### config.mk
export PLATFORM = sky130hd
export DESIGN_NAME = scan_decoder_flat
export DESIGN_NICKNAME = d
export VERILOG_FILES = /design/src/rtl/scan_decoder_pkg.sv /design/src/rtl/scan_decoder_if.sv /design/src/rtl/scan_decoder_onehot_dec.sv /design/src/rtl/scan_decoder.sv /design/src/flat_wrapper.sv
export SDC_FILE = /design/constraint.sdc
export NUM_CORES = 1
export LEC_CHECK = 0
export CAP_MARGIN = 15
export CORE_ASPECT_RATIO = 1.2
export CORE_MARGIN = 10
export CORE_UTILIZATION = 35
export CTS_BUF_LIST = sky130_fd_sc_hd__clkbuf_4 sky130_fd_sc_hd__clkbuf_8
export DETAILED_ROUTE_END_ITERATION = 10
export GPL_TIMING_DRIVEN = 0
export PLACE_DENSITY = 0.71
export SLEW_MARGIN = 20
export SYNTH_ARGS = -nofsm -noshare
export SYNTH_HDL_FRONTEND = slang
export SYNTH_SLANG_ARGS = --single-unit
export TNS_END_PERCENT = 1
### constraint.sdc
create_clock -name clk -period 2.87 [get_ports clk]
set_input_delay 0.287 -clock clk [delete_from_list [all_inputs] [get_ports clk]]
set_output_delay 0.287 -clock clk [all_outputs]
set_load 0.01 [all_outputs]
### src/rtl/scan_decoder_pkg.sv
// Shared types and helpers for the scan_decoder block: FSM state encoding,
// mode constants and a width-limited one-hot helper.
package scan_decoder_pkg;

   typedef enum logic {
      ST_DIRECT = 1'b0,
      ST_SCAN   = 1'b1
   } dec_state_t;

   localparam logic MODE_DIRECT = 1'b0;
   localparam logic MODE_SCAN   = 1'b1;

   // Upper bound on the decoded width the helper can return; callers cast down.
   localparam int ONEHOT_MAX_W = 1024;

   function automatic logic [ONEHOT_MAX_W-1:0] onehot_f(input int idx, input int width);
      if (idx < 0 || idx >= width || idx >= ONEHOT_MAX_W)
         onehot_f = '0;
      else
         onehot_f = ONEHOT_MAX_W'(1) << idx;
   endfunction

endpackage

### src/rtl/scan_decoder_if.sv
// Bus bundle between a host and scan_decoder: control inputs, the select
// handshake and the registered decoder outputs.
interface scan_decoder_if #(
   parameter int SEL_W = 3
);
   localparam int OUT_N = 2 ** SEL_W;

   logic             en;
   logic             mode;
   // Handshake: a select transfers on a rising edge where sel_valid and
   // sel_ready are both high; sel must be stable while sel_valid is high,
   // and sel_ready never depends on sel_valid.
   logic             sel_valid;
   logic [SEL_W-1:0] sel;
   logic             sel_ready;
   logic [OUT_N-1:0] dout;
   logic [SEL_W-1:0] idx;
   logic             wrap;

   modport master (
      output en, mode, sel_valid, sel,
      input  sel_ready, dout, idx, wrap
   );

   modport slave (
      input  en, mode, sel_valid, sel,
      output sel_ready, dout, idx, wrap
   );

endinterface

### src/rtl/scan_decoder_onehot_dec.sv
// Combinational SEL_W -> 2**SEL_W one-hot decoder; every select value maps
// to exactly one asserted line.
module onehot_dec
   import scan_decoder_pkg::*;
#(
   parameter int SEL_W = 3,
   localparam int OUT_N = 2 ** SEL_W
) (
   input  logic [SEL_W-1:0] sel,
   output logic [OUT_N-1:0] dout
);

   assign dout = OUT_N'(onehot_f(int'(sel), OUT_N));

endmodule

### src/rtl/scan_decoder.sv
// Registered one-hot decoder with a host-driven DIRECT mode and an autonomous
// SCAN mode that walks the active line, holding each for DWELL cycles.
module scan_decoder
   import scan_decoder_pkg::*;
#(
   parameter int SEL_W = 3,
   parameter int DWELL = 4
) (
   input  logic          clk,
   input  logic          rst,
   scan_decoder_if.slave bus,
   output dec_state_t    dbg_state
);

   localparam int OUT_N = 2 ** SEL_W;
   localparam int CNT_W = (DWELL > 1) ? $clog2(DWELL) : 1;
   localparam logic [CNT_W-1:0] CNT_LAST = CNT_W'(DWELL - 1);
   localparam logic [SEL_W-1:0] IDX_LAST = SEL_W'(OUT_N - 1);

   dec_state_t       state_q, state_d;
   logic [OUT_N-1:0] dout_q, dout_d;
   logic [SEL_W-1:0] idx_q, idx_d;
   logic [CNT_W-1:0] cnt_q, cnt_d;
   logic             wrap_q, wrap_d;

   logic             sel_ready;
   logic             transfer;
   logic [SEL_W-1:0] dec_sel;
   logic [OUT_N-1:0] dec_out;

   assign sel_ready = bus.en && !rst && (state_q == ST_DIRECT) && (bus.mode == MODE_DIRECT);
   assign transfer  = bus.sel_valid && sel_ready;

   always_comb begin
      state_d = state_q;
      if (bus.en) begin
         case (state_q)
            ST_DIRECT: if (bus.mode == MODE_SCAN)   state_d = ST_SCAN;
            ST_SCAN:   if (bus.mode == MODE_DIRECT) state_d = ST_DIRECT;
            default:   state_d = ST_DIRECT;
         endcase
      end
   end

   // Any mode change restarts the sweep; with en low everything is frozen.
   always_comb begin
      idx_d  = idx_q;
      cnt_d  = cnt_q;
      wrap_d = 1'b0;
      if (bus.en) begin
         if (state_d != state_q) begin
            idx_d = '0;
            cnt_d = '0;
         end else if (state_q == ST_SCAN) begin
            if (cnt_q == CNT_LAST) begin
               cnt_d  = '0;
               idx_d  = idx_q + SEL_W'(1);
               wrap_d = (idx_q == IDX_LAST);
            end else begin
               cnt_d = cnt_q + CNT_W'(1);
            end
         end
      end
   end

   // The single decoder serves both the host select and the scan position.
   assign dec_sel = (state_d == ST_SCAN) ? idx_d : bus.sel;

   onehot_dec #(
      .SEL_W (SEL_W)
   ) u_dec (
      .sel  (dec_sel),
      .dout (dec_out)
   );

   always_comb begin
      dout_d = dout_q;
      if (!bus.en)
         dout_d = '0;
      else if (state_d == ST_SCAN)
         dout_d = dec_out;
      else if (state_q == ST_SCAN)
         dout_d = '0;
      else if (transfer)
         dout_d = dec_out;
   end

   always_ff @(posedge clk) begin
      if (rst) begin
         state_q <= ST_DIRECT;
         dout_q  <= '0;
         idx_q   <= '0;
         cnt_q   <= '0;
         wrap_q  <= 1'b0;
      end else begin
         state_q <= state_d;
         dout_q  <= dout_d;
         idx_q   <= idx_d;
         cnt_q   <= cnt_d;
         wrap_q  <= wrap_d;
      end
   end

   assign bus.sel_ready = sel_ready;
   assign bus.dout      = dout_q;
   assign bus.idx       = idx_q;
   assign bus.wrap      = wrap_q;
   assign dbg_state     = state_q;

endmodule

### src/flat_wrapper.sv
// flat-port wrapper written by rule: the top's interface ports become plain ports
module scan_decoder_flat import scan_decoder_pkg::*;
#(
   parameter int SEL_W = 3,
   parameter int DWELL = 4
)
  (clk, rst, dbg_state, bus_en, bus_mode, bus_sel_valid, bus_sel, bus_sel_ready, bus_dout, bus_idx, bus_wrap);
  scan_decoder_if #(.SEL_W(SEL_W)) bus_i ();
  input  logic clk;
  input  logic rst;
  output dec_state_t dbg_state;
  input wire logic [$bits(bus_i.en)-1:0] bus_en;
  input wire logic [$bits(bus_i.mode)-1:0] bus_mode;
  input wire logic [$bits(bus_i.sel_valid)-1:0] bus_sel_valid;
  input wire logic [$bits(bus_i.sel)-1:0] bus_sel;
  output wire logic [$bits(bus_i.sel_ready)-1:0] bus_sel_ready;
  output wire logic [$bits(bus_i.dout)-1:0] bus_dout;
  output wire logic [$bits(bus_i.idx)-1:0] bus_idx;
  output wire logic [$bits(bus_i.wrap)-1:0] bus_wrap;
  assign bus_i.en = bus_en;
  assign bus_i.mode = bus_mode;
  assign bus_i.sel_valid = bus_sel_valid;
  assign bus_i.sel = bus_sel;
  assign bus_sel_ready = bus_i.sel_ready;
  assign bus_dout = bus_i.dout;
  assign bus_idx = bus_i.idx;
  assign bus_wrap = bus_i.wrap;
  scan_decoder #(.SEL_W(SEL_W), .DWELL(DWELL)) u_core (.clk(clk), .rst(rst), .bus(bus_i), .dbg_state(dbg_state));
endmodule
### Word level (Yosys, flattened, before mapping)

Cells that the tools add are included.
Widths: inputs -> output; s select.

| operators by class | value |
|---|---|
| magnitude comparators | 0 |
| add/sub/neg operators | 2 |
| shift operators | 1 |
| div/mod/pow operators | 0 |
| equality and inequality tests | 3 |
| reduce and logical (&&, ||, !) cells | 10 |
| multiplexer cells | 13 |
| bitwise logic cells | 4 |
| multiply operators | 0 |

Operators with widths:

| operator | count |
|---|---|
| $mux 8 | 3 |
| $mux 3 | 5 |
| $shl 1x3->8 const A | 1 |
| $mux 2 | 3 |
| $reduce_or 5->1 | 1 |
| $logic_and 1x1->1 | 4 |
| $not 1->1 | 4 |
| $add 3x1->3 const B | 1 |
| $eq 3x3->1 const B | 1 |
| $reduce_bool 3->1 | 1 |
| $add 2x1->2 const B | 1 |
| $eq 2x2->1 const B | 1 |
| $mux 1 | 2 |
| $reduce_and 2->1 | 1 |
| $reduce_bool 2->1 | 1 |
| $reduce_or 2->1 | 1 |
| $logic_not 1->1 | 1 |
| $ne 1x1->1 | 1 |

| word-level totals | value |
|---|---|
| bits in read-only memories | 0 |
| memory bits (writable) | 0 |
| input bits | 8 |
| flip-flop bits (word level) | 15 |
| logic and storage cells | 38 |
| bits in latches | 0 |
| memories | 0 |

### Depth between registers and ports, before layout

| depth | value |
|---|---|
| depth in word-level cells | 10 |
| depth in mapped cells | 9 |
| depth with buffers taken out | 7 |

### By module

A second synthesis with hierarchy kept.

| unflattened totals | value |
|---|---|
| cell total of the unflattened synthesis | 97 |
| area, all modules | 868.3 um2 |

By module, submodules not included:

| module | sequential area each (um2) | area each (um2) | instances | cells an instance |
|---|---|---|---|---|
| scan_decoder | 300.3 | 803.3 | 1 | 89 |
| onehot_dec | 0.0 | 65.1 | 1 | 8 |

### Least setup slack after synthesis

OpenSTA, ideal clock, no wires.

| timing path | value |
|---|---|
| path kind | reg2reg |
| from | register u_core.state_q, in the netlist u_core.dbg_state |
| to | register u_core.dout_q[2], in the netlist u_core.bus.dout[2] |
| arrival | 2.185 ns |
| setup time | 0.067 ns |
| buffers on the path | 2 |
| slack | 0.618 ns |
| cell stages (with the launch flop) | 10 |
| required time | 2.803 ns |
| cell sequence | dfxtp_1 buf_4 mux2i_1 ha_1 clkbuf_2 nor2b_1 a221oi_1 mux2_4 or3_4 o21ai_2 |

| between the ends | value |
|---|---|
| longest elaborated chain between the ends | 9 |
| elaborated cells on any way between the ends | 15 |

RTL lines:

| item | RTL line | text |
|---|---|---|
| start, declared | scan_decoder.sv:20 | `dec_state_t state_q, state_d;` |
| start signal, assigned | scan_decoder.sv:96 | `state_q <= state_d;` |
| $mux 1 | scan_decoder.sv:36 | `if (bus.en) begin` |
| $ne 1x1->1 | scan_decoder.sv:51 | `if (state_d != state_q) begin` |
| $mux 3 | scan_decoder.sv:51 |  |
| $mux 3 | scan_decoder.sv:50 | `if (bus.en) begin` |
| $mux 3 | scan_decoder.sv:67 | `assign dec_sel = (state_d == ST_SCAN) ? idx_d : bus.sel;` |
| $shl 1x3->8 | scan_decoder_pkg.sv:20 | `onehot_f = ONEHOT_MAX_W'(1) << idx;` |
| $mux 8 | scan_decoder.sv:84 | `else if (transfer)` |
| $mux 8 | scan_decoder.sv:82 | `else if (state_q == ST_SCAN)` |
| $mux 8 | scan_decoder.sv:80 | `else if (state_d == ST_SCAN)` |
| end signal, assigned | scan_decoder.sv:97 | `dout_q <= dout_d;` |
| end, declared | scan_decoder.sv:21 | `logic [OUT_N-1:0] dout_q, dout_d;` |

Parallel ways exist; a longest one is shown, timed or not. The select of a mux whose other input is x is not followed.
A chain may end at the register's enable or synchronous reset.

### Final worst setup path

| timing path | value |
|---|---|
| from | input port bus_en |
| to | register u_core.dout_q[2], in the netlist u_core.bus.dout[2] |

| between the ends | value |
|---|---|
| longest elaborated chain between the ends | 9 |
| elaborated cells on any way between the ends | 16 |

RTL lines:

| item | RTL line | text |
|---|---|---|
| start, declared | flat_wrapper.sv:12 | `input wire logic [$bits(bus_i.en)-1:0] bus_en;` |
| $mux 1 | scan_decoder.sv:36 |  |
| $ne 1x1->1 | scan_decoder.sv:51 |  |
| $mux 3 | scan_decoder.sv:51 |  |
| $mux 3 | scan_decoder.sv:50 |  |
| $mux 3 | scan_decoder.sv:67 |  |
| $shl 1x3->8 | scan_decoder_pkg.sv:20 |  |
| $mux 8 | scan_decoder.sv:84 |  |
| $mux 8 | scan_decoder.sv:82 |  |
| $mux 8 | scan_decoder.sv:80 |  |

Parallel ways exist; a longest one is shown, timed or not. The select of a mux whose other input is x is not followed.

==> results.cfg <==
[run_status]
outcome = finished clean

[synth]
netlist_top_cells_count = dfxtp_1 (15), nor2_1 (9), nand2_1 (7), a21oi_1 (5), inv_1 (5)
synth-main-ff-cell = dfxtp_1
synth_top_area_cell = dfxtp_1
syn-cell-area_sq_um = 805
synth_area_leaders = dfxtp_1 (37%), ha_1 (6.2%), nor2_1 (4.2%)
yosysTopAreaCellShare_pct = 37.3
yosysSeqAreaShare_pct = 37.3
synth.most_common_cell = dfxtp_1
yosysUniqueCellTypes = 36
synth_nets = 103
yosysWarnings = 0
syn-instance-count = 91
synth.avg_cell_area_sq_um = 8.84
ys_ff_latch = 15
ys_async_sr_fraction_pct = 0
synth-edff-count = 0

[drt]
drt_pass1_iterations = 3
routed_wl_um = 1830
drc = 0
postRouteAntennaNets = 0
drt_iter0_drc = 22
viasPerCell = 4.92
wl_per_cell_um = 12.5
vias = 718

[critical_path]
end_kind = flip-flop
startpoint = bus_en
path_class = in2reg
ff2ff_setup_slack_ns = 0.41
required_ns = 3.10
worstRegToRegCells = 9
critPathMaxFanout = 8
cp.arrival_ns = 2.82
r2r_start = u_core.dbg_state
start_kind = input port
r2r_end = u_core.bus.dout[2]

[floorplanning]
core_sq_um = 2120
row_count = 18
start_util_pct = 38.0
die_y_um = 72.5
die_w_um = 63.8
io_pins = 22
die-area_sq_um = 4620

[global_routing]
grt_max_degree = 11
grt_use_total_pct = 8.90
antenna_found_initial = 0
grt_pass1_wl_um = 3320
overflow = 0
grt_pass1_vias = 737

[timing]
fin_setup_tns_ns = 0
final.period_utilization_pct = 90.0
finClkSkew_ns = 0.000412
hold_viol = 0
slew_violations = 0
tightest_slew_ns = 0.664
maxSlewHeadroom_pct = 55.3
post-route-min-period_ns = 2.58
setup_violations = 0
rsz0062_at_grt = no
fmax_mhz = 387

[placement]
dp.cells = 142
dpl.hpwl_um = 1490
io_buffers = 21
gp_congestion = 0.825
dpl_cell_area_sq_um = 1050

[clocking]
holdBufCountCts = 0
htree_levels = 1
clockBufferDepth = 2
cts-root-buf = clkbuf_4
cts.sinks = 15
post_cts_buffers = 0
cts_buffers = 3
clk_pin_slew_ns = 0.09
clkLatencyLatePin_ns = 0.29
cts_tree = yes
cts.repair.resized = 0

[layout]
diodes = 0
instances_no_fill = 146
fillerInstances = 226
fin_nets = 129
multi_input_area_sq_um = 468
regArea_sq_um = 300
area_growth_pct = 34.2
final_cell_area_sq_um = 1080
drive_gt1_share_pct = 13.8

[run]
cap_violations = 0

[power]
irDropWorstVdd_mv = 0.208
powerDensity_nw_per_um2 = 376
p_leak_uw = 0.000420

[worst_hold_path]
holdPathStages = 2
hold_start = u_core.bus.dout[6]
whs_endpoint = u_core.bus.dout[6]
hp-class = reg2reg
==> registers in the layout, summed over array words and instances, names as in the netlist <==
| signal | flops |
|---|---|
| u_core.bus.dout | 8 |
| u_core.bus.idx | 3 |
| u_core.cnt_q | 2 |
| u_core.bus.wrap | 1 |
| u_core.dbg_state | 1 |
==> report_power, final <==
group          internal (uW)  total (uW)  switching, uW  leakage [uW]
clock network           51.9         123           71.6     0.0000177
logic                   31.9        67.9           36.0      0.000281
registers                212         215           2.38      0.000121
==> worst max-delay path: stages <==
cell	delay, ns
clkdlybuf4s50_1	0.53
mux2i_1	0.49
ha_1	0.33
clkbuf_2	0.17
nor2b_1	0.13
a221oi_1	0.10
mux2_4	0.31
or3_4	0.34
o21ai_2	0.12
==> final cells by class <==
class | count | area share [%]
clock inverters | 1 | 0.463
repair buffers | 21 | 19.5
plain buffers | 3 | 1.62
clock buffers | 3 | 2.09
multi-input cells | 68 | 43.3
well taps | 30 | 3.48
inverters | 5 | 1.74
flip-flops and latches | 15 | 27.8
==> how the worst max path moves through the flow <==
stage | end | slack [ns] | depth (start not counted)
2_1_floorplan | u_core.bus.dout[2] | 0.62 | 9
3_3_place_gp | u_core.bus.dout[2] | 0.006 | 9
3_5_place_dp | u_core.bus.dout[2] | -0.03 | 9
4_1_cts | u_core.bus.dout[2] | 0.27 | 9
5_1_grt | u_core.bus.dout[2] | 0.16 | 9
6_report | u_core.bus.dout[2] | 0.29 | 9
==> cells in the final DEF, fill, tap and decap left out, types with 2 or more instances in the layout <==
cell type | netlist | layout
a21bo_2 | 2 | 2
a21oi_1 | 5 | 5
a22o_1 | 2 | 2
a32o_1 | 2 | 2
clkbuf_2 | 2 | 2
clkbuf_4 | 0 | 3
clkdlybuf4s50_1 | 0 | 21
dfxtp_1 | 15 | 15
ha_1 | 4 | 4
inv_1 | 5 | 5
nand2_1 | 7 | 7
nand2b_1 | 4 | 4
nor2_1 | 9 | 9
nor2b_1 | 3 | 3
nor3_1 | 3 | 3
nor4_1 | 2 | 2
o21ai_0 | 2 | 2
o21ai_1 | 2 | 2
o21ai_2 | 2 | 2
o22ai_1 | 2 | 2
==> per-stage QoR <==
step / total power [uW] / setup slack, ns / utilization (%) / hold slack (ns)
after floorplan: 260 / 0.618 / - / 0.359
after global placement: 286 / 0.00581 / 49.7 / 0.439
after detailed placement: 288 / -0.0282 / 49.7 / 0.442
after CTS: 415 / 0.273 / 51.0 / 0.461
after global routing: 433 / 0.160 / 51.0 / 0.478
final: 406 / 0.287 / 51.0 / 0.455
==> layer usage <==
metal	global-route usage (%)	share of wire (%)
met2	13.3	42
met3	4.30	8.5
met4	5.11	2.2
met5	0	0
met1	10.1	47
==> kinds of logic after synthesis <==
group,synth area share (%)
buffers and inverters,4.51
DFF,37.3
muxes,3.11
and+or+nand+nor,26.1
AOI/OAI and AO/OA,22.7
adders and majority gates,6.22
Note: power is estimated with default switching activity, not from simulation.
==> edit 1 (same flow settings) <==
Put one more register stage on the output `dbg_state`. The value now appears one clock later. The other outputs are not delayed to match.
--- a/src/rtl/scan_decoder.sv
+++ b/src/rtl/scan_decoder.sv
@@ -107,3 +107,5 @@
    assign bus.wrap      = wrap_q;
-   assign dbg_state     = state_q;
+   always_ff @(posedge clk) begin
+      dbg_state <= state_q;
+   end
 
Behaviour: not the same (Yosys sat finds a counterexample within 4 cycles, from zero or initial values and one cycle with rst high).
==> edit 1 against the unedited design <==
- power increased by 4.0%
- final area increased by 6.7%
- critical path type unchanged
- clock power decreased by 7%
- maximum frequency increased by 4.0%
- worst setup slack improved by 98 ps
- area after synthesis increased by 11%
- combinational power increased by 14%
- sequential share of layout area about the same
- hold slack got worse by 7.6 ps
- sequential cell count increased by 1
- largest cell class unchanged
- routed wire length increased by 16%
- clock skew increased by 2.9 ps
- largest power group unchanged
==> edit 1: results (changes against the unedited design) <==
Pwr
  • VDD IR max: 255 µV (+23%)
  • Pleak: 0.429 nW (+2.2%)
  • P_int: 0.000310 W (+4.9%)

Place
  • Worst slack, placed: 98.1 ps (+126 ps)
  • Placer Congestion: 0.840 (+1.8%)
  • DP HPWL: 1660 µm (+11%)
  • PortBufs: 20 (-4.8%)

Setup path
  • Worst reg2reg path depth: 7 (-2)
  • Crit-path max FO: 10 (+2)
  • Slowest cell on crit path: clkdlybuf4s50_1
  • Worst path max stage delay: 580 ps (+50 ps)
  • Flop2flop setup slack: 610 ps (+200 ps)
  • Reg2reg start: u_core.state_q$_SDFF_PP0_
  • FF-to-FF End: u_core.bus.dout[5]$_SDFFE_PP0P_

Worst hold path
  • Worst Min Path Start: u_core.bus.dout[4]$_SDFFE_PP0P_
  • Hold EP: u_core.bus.dout[4]$_SDFFE_PP0P_

Drt
  • First-pass detailed-route iteration total: 4 (+1)
  • Starting DRC count in detailed routing: 17 (-23%)
  • Drt wl/cell: 13.2 µm (+5.7%)
  • Vias: 844 (+18%)

Yosys
  • Post-synthesis sequential area ratio: 0.360 (-0.0137)
  • Synth cell types: 41 (+14%)
  • Ranking of synthesized cells by area: dfxtp_1, ha_1, nor2_1, nand2_1, a21oi_1
  • Syn nets: 118 (+15%)

GRT
  • Vias in the first global route: 784 (+6.4%)
  • First-pass GRT wire length: 3390 µm (+2.3%)
  • Total GRT Usage: 0.0852 (-0.00381)

Final layout
  • Share of post-route cells with drive strength above 1: 0.132 (-0.00615)
  • Final nets: 143 (+11%)
  • Fill cells: 236 (+4.4%)
  • Max FFs per register: 8 (unchanged)

Timing
  • Rel. slew slack: 0.559 (+0.00526)
  • Hold Slack: 448 ps (-7.56 ps)
  • Post-Route Skew: 3.27 ps (+2.85 ps)

Run status
  • Status: completed
-- edit 1: critical path: cells and delay by family --
family                     cells  cell delay [ps]
buffers and inverters          2              930
AOI/OAI and AO/OA              4              830
muxes                          1              420
adders and majority gates      1              200
-- edit 1: power groups by stage --
stage | combinational, W | sequential, W | clock (W)
6_report | 0.0000771 | 0.000231 | 0.000114
2_1_floorplan | 0.0000468 | 0.000237 | 0
5_1_grt | 0.0000854 | 0.000232 | 0.000128
3_3_place_gp | 0.0000755 | 0.000236 | 0
3_5_place_dp | 0.0000773 | 0.000236 | 0
4_1_cts | 0.0000776 | 0.000231 | 0.000123
-- edit 1: layout make-up --
| class | count | area [µm²] | area share |
|---|---|---|---|
| well taps | 31 | 38.8 | 0.0337 |
| inverters | 2 | 7.51 | 0.00651 |
| flip-flops and latches | 16 | 320 | 0.278 |
| plain buffers | 5 | 35.0 | 0.0304 |
| multi-input cells | 83 | 528 | 0.458 |
| repair buffers | 20 | 200 | 0.174 |
| clock buffers | 3 | 22.5 | 0.0195 |
-- edit 1: routing by layer --
| metal | global-route usage | part of all wire | up-vias |
|---|---|---|---|
| met4 | 0.0350 | 0.0047 | 0 |
| met3 | 0.0326 | 0.084 | 2 |
| li1 | - | - | 432 |
| met2 | 0.144 | 0.47 | 24 |
| met1 | 0.0941 | 0.44 | 386 |
| met5 | 0 | 0 | - |
-- edit 1: worst max path at each step --
stage / from / to / slack, ps / depth (start not counted)
after floorplan: bus_mode / u_core.bus.dout[5]$_SDFFE_PP0P_ / 850 / 8
after global placement: bus_en / u_core.bus.dout[5]$_SDFFE_PP0P_ / 150 / 8
after detailed placement: bus_en / u_core.bus.dout[5]$_SDFFE_PP0P_ / 100 / 8
after CTS: bus_en / u_core.bus.dout[5]$_SDFFE_PP0P_ / 410 / 8
after global routing: bus_en / u_core.bus.dout[5]$_SDFFE_PP0P_ / 250 / 8
final: bus_en / u_core.bus.dout[5]$_SDFFE_PP0P_ / 380 / 8
-- edit 1: logic make-up (layout without fill, tap and decap cells) --
kind of cell,Yosys count,in the layout,synth area share
flip-flops,16,16,0.360
AO/OA/AOI/OAI,31,31,0.242
multiplexers,1,1,0.0112
AND/OR/NAND/NOR,47,47,0.284
adder cells (fa/ha/maj),4,4,0.0562
buffers and inverters,7,30,0.0477
-- edit 1: metrics by stage --
step | area [µm²] | std cells
after floorplan | 891 | 106
after global placement | 1130 | 157
after detailed placement | 1130 | 157
after CTS | 1150 | 160
after global routing | 1150 | 160
final | 1150 | 160
==> edit 2 (same flow settings) <==
Made on the original files. `SEL_W` is set to 3 in 4 places; all go to 2.
--- a/src/rtl/scan_decoder_if.sv
+++ b/src/rtl/scan_decoder_if.sv
@@ -3,3 +3,3 @@
 interface scan_decoder_if #(
-   parameter int SEL_W = 3
+   parameter int SEL_W = 2
 );
--- a/src/rtl/scan_decoder_onehot_dec.sv
+++ b/src/rtl/scan_decoder_onehot_dec.sv
@@ -5,3 +5,3 @@
 #(
-   parameter int SEL_W = 3,
+   parameter int SEL_W = 2,
    localparam int OUT_N = 2 ** SEL_W
--- a/src/rtl/scan_decoder.sv
+++ b/src/rtl/scan_decoder.sv
@@ -5,3 +5,3 @@
 #(
-   parameter int SEL_W = 3,
+   parameter int SEL_W = 2,
    parameter int DWELL = 4
--- a/src/flat_wrapper.sv
+++ b/src/flat_wrapper.sv
@@ -3,3 +3,3 @@
 #(
-   parameter int SEL_W = 3,
+   parameter int SEL_W = 2,
    parameter int DWELL = 4
Ports: changed (resized bus_dout, bus_idx and bus_sel); port bits go from 22 to 16. No check against the original RTL was run, so the function may have changed too.
==> edit 2 against the unedited design <==
- routed wire length is 31% lower
- largest power group unchanged
- critical path depth is 2 lower
- area after synthesis is 30% lower
- power is 28% lower
- sequential cell count is 5 lower
- via count is 31% lower
- final area is 30% lower
- worst setup slack better by 290 ps
==> edit 2: results (changes against the unedited design) <==
Final layout
  • Data buffer area share: 0.224 (+0.0126)
  • ClkCell Share: 0.0298 (+0.00431)
  • Share of post-route cells with drive strength above 1: 0.103 (-0.0354)
  • Non-clk bufs: 17 (-29%)
  • Register Area: 200 µm² (-33%)
  • Multi-input combinational area share: 0.444 (+0.0103)
  • Max FFs per register: 4 (-4)
  • Final nets: 90 (-30%)
  • Fill cells: 143 (-37%)

Yosys
  • Post-synthesis sequential area ratio: 0.356 (-0.0169)
  • Most frequent cells after synthesis: dfxtp_1, nor2_1, nand2b_1
  • Ranking of synthesized cells by area: dfxtp_1, ha_1, o31a_1, nand2b_1, nor4b_4
  • FF+latch count, synth: 10 (-5)

Timing
  • Hold Slack: 449 ps (-5.91 ps)
  • Post-Route Skew: 1.79 ps (+1.38 ps)

GRT
  • Met1 Usage GRT: 0.0850 (-0.0162)
  • M3 GR Usage: 0.0217 (-0.0213)
  • First-pass GRT wire length: 2170 µm (-35%)
  • Vias in the first global route: 461 (-37%)

Setup path
  • Crit-path max FO: 7 (-1)
  • FF-to-FF End: u_core.bus.dout[0]$_SDFFE_PP0P_
  • Worst EP arrival: 2450 ps (-370 ps)

Drt
  • Starting DRC count in detailed routing: 2 (-91%)
  • Drt via density: 5.19 (+5.5%)

CTS
  • Clk_lat worst skew: 260 ps (-30 ps)
  • Clock transition at path regs: 60 ps (-30 ps)

Place
  • DP HPWL: 972 µm (-35%)
  • Placer Congestion: 0.702 (-15%)

Run status
  • Status: completed

Pwr
  • VDD IR max: 204 µV (-2.0%)

Worst hold path
  • Hold EP: u_core.bus.dout[2]$_SDFFE_PP0P_
  • Worst Min Path Start: u_core.bus.dout[2]$_SDFFE_PP0P_
-- edit 2: changes by cell type after synthesis, moves of 3 or more --
cell     unedited run  this run
dfxtp_1            15        10
inv_1               5         2
nand2_1             7         3
nor2_1              9         5
nor3_1              3         0
o31a_1              0         3
-- edit 2: logic make-up after synthesis --
kind of cell / count (synthesis) / share of synthesized area
AND/OR/NAND/NOR: 24 / 0.283
AO/OA/AOI/OAI: 18 / 0.229
flip-flops: 10 / 0.356
buffers and inverters: 4 / 0.0468
adder cells (fa/ha/maj): 3 / 0.0668
multiplexers: 1 / 0.0178
-- edit 2: power by group through the flow --
stage | clock network [W] | registers [W] | logic (W)
after CTS | 0.0000959 | 0.000145 | 0.0000552
after global routing | 0.000105 | 0.000145 | 0.0000598
final | 0.0000930 | 0.000145 | 0.0000548
after floorplan | 0 | 0.000149 | 0.0000309
after global placement | 0 | 0.000148 | 0.0000545
after detailed placement | 0 | 0.000148 | 0.0000549
-- edit 2: routing by layer --
layer / wire length [µm] / part of all wire / vias up
met1: 574 / 0.46 / 216
met5: 0 / 0 / -
met4: 56 / 0.045 / 0
li1: - / - / 261
met2: 556 / 0.44 / 11
met3: 65 / 0.052 / 5
-- edit 2: per-stage QoR --
step / instances / setup WS [ps] / total power (W) / cell area (µm²) / utilization
finish: 95 / 577 / 0.000293 / 756 / 0.510
global route: 95 / 412 / 0.000310 / 756 / 0.510
CTS: 95 / 563 / 0.000296 / 756 / 0.510
detailed placement: 92 / 280 / 0.000203 / 733 / 0.495
global placement: 92 / 319 / 0.000202 / 733 / 0.495
floorplan: 60 / 966 / 0.000180 / 562 / -
-- edit 2: tightest hold or removal path, delay by kind of cell (launching register included) --
kind | cells | cell delay, ps
and+or+nand+nor | 1 | 50
DFF | 1 | 310
AOI/OAI and AO/OA | 1 | 50
